--- src/rtl/mapa_write_scheduler_pkg.sv ---
// Shared widths, FSM encoding and map cell codes for the map RAM write scheduler.
package mapa_pkg;

  localparam int DATA_W = 4;
  localparam int ADDR_W = 6;
  localparam int CELLS  = 2 ** ADDR_W;

  typedef enum logic [1:0] {
    IDLE  = 2'd0,
    WRITE = 2'd1,
    CLEAR = 2'd2
  } state_e;

  localparam logic [DATA_W-1:0] CODE_NONE  = 4'd0;
  localparam logic [DATA_W-1:0] CODE_RED   = 4'd4;
  localparam logic [DATA_W-1:0] CODE_GREEN = 4'd5;
  localparam logic [DATA_W-1:0] CODE_BLUE  = 4'd6;

  // A missing shape or colour means nothing was recognised under the robot.
  function automatic logic [DATA_W-1:0] vis_code(input logic [1:0] forma,
                                                 input logic [1:0] color);
    logic [DATA_W-1:0] code;
    if (forma == 2'd0 || color == 2'd0) begin
      code = CODE_NONE;
    end else begin
      case (color)
        2'd1:    code = CODE_RED;
        2'd2:    code = CODE_GREEN;
        default: code = CODE_BLUE;
      endcase
    end
    return code;
  endfunction

endpackage

--- src/rtl/mapa_write_scheduler_rr_arbiter2.sv ---
// Two-requester round-robin arbiter; bit 0 = CPU, bit 1 = vision.
module rr_arbiter2 (
  input  logic       clk,
  input  logic       rst_n,
  input  logic [1:0] req,
  input  logic       accept,
  output logic [1:0] grant
);

  logic last_r;
  logic [1:0] grant_s;

  // One-hot grant; on a tie the requester not granted last wins.
  always_comb begin
    grant_s = 2'b00;
    case (req)
      2'b01:   grant_s = 2'b01;
      2'b10:   grant_s = 2'b10;
      2'b11:   grant_s = last_r ? 2'b01 : 2'b10;
      default: grant_s = 2'b00;
    endcase
  end

  // Last-grant register; resets to vision so the CPU wins the first tie.
  always_ff @(posedge clk) begin
    if (!rst_n) begin
      last_r <= 1'b1;
    end else if (accept && (grant_s != 2'b00)) begin
      last_r <= grant_s[1];
    end else begin
      last_r <= last_r;
    end
  end

  assign grant = grant_s;

endmodule

--- src/rtl/mapa_write_scheduler.sv ---
// Shares the map RAM write port between CPU writes, vision-result writes and
// a full-map clear sweep. All outputs are registered.
module mapa_write_scheduler
  import mapa_pkg::*;
(
  input  logic              Clock,
  input  logic              Reset,
  input  logic              CpuReq,
  input  logic [ADDR_W-1:0] CpuAddr,
  input  logic [DATA_W-1:0] CpuData,
  output logic              CpuAck,
  input  logic              VisReq,
  input  logic [ADDR_W-1:0] VisAddr,
  input  logic [1:0]        Forma,
  input  logic [1:0]        PromedioColor,
  output logic              VisAck,
  input  logic              ClearStart,
  input  logic [DATA_W-1:0] ClearValue,
  output logic              Busy,
  output logic [DATA_W-1:0] MapaData,
  output logic [ADDR_W-1:0] MapaAddr,
  output logic              MapaWrite
);

  state_e            state_r, state_s;
  logic              pending_r, pending_s;
  logic [ADDR_W-1:0] clr_addr_r, clr_addr_s;
  logic [DATA_W-1:0] clr_value_r, clr_value_s;
  logic [DATA_W-1:0] mapa_data_r, mapa_data_s;
  logic [ADDR_W-1:0] mapa_addr_r, mapa_addr_s;
  logic              mapa_write_r, mapa_write_s;
  logic              cpu_ack_r, cpu_ack_s;
  logic              vis_ack_r, vis_ack_s;
  logic              busy_r, busy_s;
  logic              clear_wr_s;
  logic              accept_s;
  logic [1:0]        grant_s;

  rr_arbiter2 u_arb (
    .clk    (Clock),
    .rst_n  (Reset),
    .req    ({VisReq, CpuReq}),
    .accept (accept_s),
    .grant  (grant_s)
  );

  // Next-state and next-output logic; the clear's first write (address 0) is
  // issued on the IDLE->CLEAR edge, so clr_addr then points at address 1.
  always_comb begin
    state_s      = state_r;
    pending_s    = pending_r | (ClearStart & (state_r != CLEAR));
    clr_addr_s   = clr_addr_r;
    clr_value_s  = clr_value_r;
    mapa_data_s  = mapa_data_r;
    mapa_addr_s  = mapa_addr_r;
    mapa_write_s = 1'b0;
    cpu_ack_s    = 1'b0;
    vis_ack_s    = 1'b0;
    clear_wr_s   = 1'b0;
    accept_s     = 1'b0;
    case (state_r)
      IDLE: begin
        if (pending_r || ClearStart) begin
          state_s      = CLEAR;
          pending_s    = 1'b1;
          clr_value_s  = ClearValue;
          clr_addr_s   = ADDR_W'(1);
          mapa_write_s = 1'b1;
          mapa_addr_s  = '0;
          mapa_data_s  = ClearValue;
          clear_wr_s   = 1'b1;
        end else if (grant_s[0]) begin
          state_s      = WRITE;
          accept_s     = 1'b1;
          mapa_write_s = 1'b1;
          mapa_addr_s  = CpuAddr;
          mapa_data_s  = CpuData;
          cpu_ack_s    = 1'b1;
        end else if (grant_s[1]) begin
          state_s      = WRITE;
          accept_s     = 1'b1;
          mapa_write_s = 1'b1;
          mapa_addr_s  = VisAddr;
          mapa_data_s  = vis_code(Forma, PromedioColor);
          vis_ack_s    = 1'b1;
        end else begin
          state_s = IDLE;
        end
      end
      WRITE: begin
        state_s = IDLE;
      end
      CLEAR: begin
        mapa_write_s = 1'b1;
        mapa_addr_s  = clr_addr_r;
        mapa_data_s  = clr_value_r;
        clear_wr_s   = 1'b1;
        clr_addr_s   = clr_addr_r + ADDR_W'(1);
        if (clr_addr_r == ADDR_W'(CELLS - 1)) begin
          state_s   = IDLE;
          pending_s = 1'b0;
        end else begin
          state_s = CLEAR;
        end
      end
      default: begin
        state_s = IDLE;
      end
    endcase
    // Busy stays high through the cycle that shows the final clear write.
    busy_s = pending_s | (state_s == CLEAR) | clear_wr_s;
  end

  // State, clear engine and registered output port.
  always_ff @(posedge Clock) begin
    if (!Reset) begin
      state_r      <= IDLE;
      pending_r    <= 1'b0;
      clr_addr_r   <= '0;
      clr_value_r  <= '0;
      mapa_data_r  <= '0;
      mapa_addr_r  <= '0;
      mapa_write_r <= 1'b0;
      cpu_ack_r    <= 1'b0;
      vis_ack_r    <= 1'b0;
      busy_r       <= 1'b0;
    end else begin
      state_r      <= state_s;
      pending_r    <= pending_s;
      clr_addr_r   <= clr_addr_s;
      clr_value_r  <= clr_value_s;
      mapa_data_r  <= mapa_data_s;
      mapa_addr_r  <= mapa_addr_s;
      mapa_write_r <= mapa_write_s;
      cpu_ack_r    <= cpu_ack_s;
      vis_ack_r    <= vis_ack_s;
      busy_r       <= busy_s;
    end
  end

  assign MapaData  = mapa_data_r;
  assign MapaAddr  = mapa_addr_r;
  assign MapaWrite = mapa_write_r;
  assign CpuAck    = cpu_ack_r;
  assign VisAck    = vis_ack_r;
  assign Busy      = busy_r;

endmodule

--- config.mk ---
export PLATFORM = sky130hd
export DESIGN_NAME = mapa_write_scheduler
export DESIGN_NICKNAME = d
export VERILOG_FILES = /design/src/rtl/mapa_write_scheduler_pkg.sv /design/src/rtl/mapa_write_scheduler_rr_arbiter2.sv /design/src/rtl/mapa_write_scheduler.sv
export SDC_FILE = /design/constraint.sdc
export NUM_CORES = 1
export LEC_CHECK = 0
export BUFFER_PORTS_ARGS = -buffer_cell sky130_fd_sc_hd__buf_2
export CAP_MARGIN = 20
export CORE_MARGIN = 10
export CORE_UTILIZATION = 45
export DETAILED_ROUTE_END_ITERATION = 16
export GPL_TIMING_DRIVEN = 0
export PLACE_DENSITY = 0.72
export SLEW_MARGIN = 20
export SYNTH_ARGS = -nofsm -noshare
export SYNTH_HDL_FRONTEND = slang
export SYNTH_SLANG_ARGS = --single-unit
export TNS_END_PERCENT = 5
--- constraint.sdc ---
create_clock -name Clock -period 1.8 [get_ports Clock]
set_clock_uncertainty 0.15 [all_clocks]
set_input_delay 0.09 -clock Clock [delete_from_list [all_inputs] [get_ports Clock]]
set_output_delay 0.09 -clock Clock [all_outputs]
set_load 0.005 [all_outputs]
==> impl_metrics.yaml <==
critical_path:
  reg2reg_setup_slack_ns: 0.06
  crit_type: "reg -> reg"
  path_buf_inv: 1
  crit_required_ns: 1.93
  cp_max_fo: 10
  critical_path.endpoint_type: "register"
  cp_slowest_cell: "a2111o_1"
  max_stage_delay_ns: 0.40
  start_kind: "register"
  path_cells: "nand2b_1 > buf_6 > a2111o_1 > a311o_1 > a31oi_2"
  path_delay_family: "compound AO/OA/AOI/OAI gates"
  cp_data_arrival_time_ns: 1.87
synth:
  synthMuxAreaShare_pct: 2.878
  synthFlopType: "dfxtp_1"
  synth-compound-area-share_pct: 22.12
  synth.avg_cell_area_sq_um: 8.331
  synth_top_cell_by_area: "dfxtp_1"
  synthTopCellsByArea: "dfxtp_1 (40%), o21ai_0 (4.7%), nand2_1 (4.6%), a31oi_1 (3.6%), and3_1 (3.6%)"
  synthAdderAreaFrac_pct: 2.698
  yosysTopAreaCellShare_pct: 40.29
  syn-cell-area_sq_um: 1391
  yosys.area_share.simple_pct: 23.38
  synth_edf_count: 0
  ys_seq_area_share_pct: 40.29
  synth_top_family_by_area: "simple AND/OR/NAND/NOR gates"
  netlist_instances: 167
  ys_types: 36
  synth-seq-cells: 28
  yosys_warnings: 0
  syn_nets: 199
  ys_async_sr_fraction_pct: 0
  synth_xor_area_share_pct: 3.147
sta:
  setup_tns_ns: 0
  relSlewSlack_pct: 65.52
  finalCritPeriodShare_pct: 96.84
  report.final.slew_viol_count: 0
  setup_violations: 0
  rsz0062_at_grt: "yes"
  fmax_mhz: 573.7
  period_minus_slack_ns: 1.743
  worstMarginPinSlew_ns: 0.5125
  hold_violations: 0
global_route:
  grt_max_degree: 17
  grt_overflow_total: 0
  grt_pass1_vias: 1394
  grt_usage_pct: 14.62
  antenna_found_initial: 0
  grt_pass1_wl_mm: 6.472
finish:
  final_common_cell: "buf_2"
  drive_above_1_share_pct: 27.60
  nets: 254
  final_cell_mix: "buf_2 (46), dfxtp_1 (27), nand2_1 (17), o21ai_0 (13), nor2_1 (10)"
  postLayoutCellArea_sq_um: 1795
  area_growth_pct: 29.05
  fillCellCount: 268
  n_antenna_cell: 0
flow_run:
  maxCapViolCount: 0
routing:
  viasPerCell: 5.551
  drc: 0
  wl_per_cell_microns: 15.46
  vias: 1410
  drtAntennaViolNets: 0
  dr.pass1.iters: 4
  wl_mm: 3.926
  drtIter0Drc: 88
clock_network:
  clk_pin_slew_ns: 0.15
  insertion_delay_ns: 0.34
  clock-sinks: 28
  numCtsBuffers: 3
  cts-root-buf: "clkbuf_4"
  clockBufferDepth: 2
  htreeDepth: 1
  tritoncts: "built"
  postCtsSetupBuffers: 0
die:
  start_util_pct: 46.33
  chipWidth_microns: 75.61
  num_io_pins: 43
  core_area_sq_um: 3003
  die_h_microns: 75.61
  fp.dieArea_sq_um: 5716
  rows: 20
power:
  peakVddDrop_v: 0.0004308
  powerDensity_nw_per_um2: 786.6
  p_leak_nw: 0.7851
placed_design:
  dpl_cell_area_sq_um: 1643
  portBuffers: 42
  dp_hpwl_mm: 2.970
  place.gp.congestion: 0.8874
hold_path:
  hold_path_class: "in -> reg"
status:
  status: "finished clean"
## cell type report
cell class	count	area [sq um]	share of cell area [%]
plain buffers	13	65.06	3.624
clock buffers	3	22.52	1.254
clock inverters	1	30.03	1.672
inverters	4	15.01	0.8362
multi-input cells	122	769.5	42.86
flip-flops and latches	28	561.8	31.29
well taps	33	41.29	2.300
repair buffers	50	290.3	16.17
## metrics by stage
stage          hold slack (ns)  power, mW  cells  worst slack [ns]  utilization, %
2_1_floorplan          0.07777     0.8753    167            0.1590               -
3_3_place_gp            0.2069     0.9771    242          0.001378           54.71
3_5_place_dp            0.2358     0.9872    242          -0.03585           54.71
4_1_cts                0.04561      1.403    254           0.05089           59.25
5_1_grt                0.04965      1.479    254         -0.003013           59.79
6_report               0.04138      1.412    254           0.05681           59.79
## Yosys cell counts, types with 5 or more instances
master	n
nor2_1	12
a21boi_0	6
nor2b_1	7
xnor2_1	5
o21ai_0	13
nand2_1	17
and3_1	8
a31oi_1	8
clkbuf_1	8
dfxtp_1	28
a21oi_1	5
## routing by layer
metal | wire length [microns] | GRT usage, %
met1 | 1713 | 17.63
met2 | 1786 | 23.42
met3 | 354 | 4.557
met4 | 71 | 6.186
met5 | 0 | 0
## worst reg2reg max path: stages (launching register included)
cell,delay [ns]
dfxtp_2,0.35
nand2b_1,0.16
buf_6,0.15
a2111o_1,0.40
a311o_1,0.33
a31oi_2,0.15
## sequential cells by signal, indices dropped and copies added, names as in the netlist, 2 cells and up
| register | cells |
|---|---|
| MapaAddr | 6 |
| state_r | 2 |
| MapaData | 4 |
| clr_value_r | 4 |
| clr_addr_r | 6 |
## cells by family (layout without fill, tap and decap cells)
family / count (synthesis) / count (layout)
flops: 28 / 28
xor+xnor: 5 / 5
buf+inv: 17 / 71
compound gates: 47 / 47
fa+ha+maj: 3 / 3
mux: 4 / 4
simple gates: 63 / 63
## final timing paths
check	from	end	depth (start not counted)
worst max register to register	u_arb.last_r	MapaData[1]	5
worst max-delay path	u_arb.last_r	MapaData[1]	5
worst min register to register	MapaData[3]	MapaData[3]	2
worst min-delay path	VisAddr[1]	MapaAddr[1]	4
## timing repair
item	CTS	global route
gates resized for setup	2	8
cloned	0	0
setup endpoints to repair	10	13
hold buffers	8	0
endpoints found under the hold margin	10	0
## where the power goes
part | internal, mW | switching [mW] | total (mW)
sequential | 0.668 | 0.0276 | 0.695
clock | 0.226 | 0.192 | 0.417
combinational | 0.143 | 0.157 | 0.299
Power figures use the tool's default switching activity.
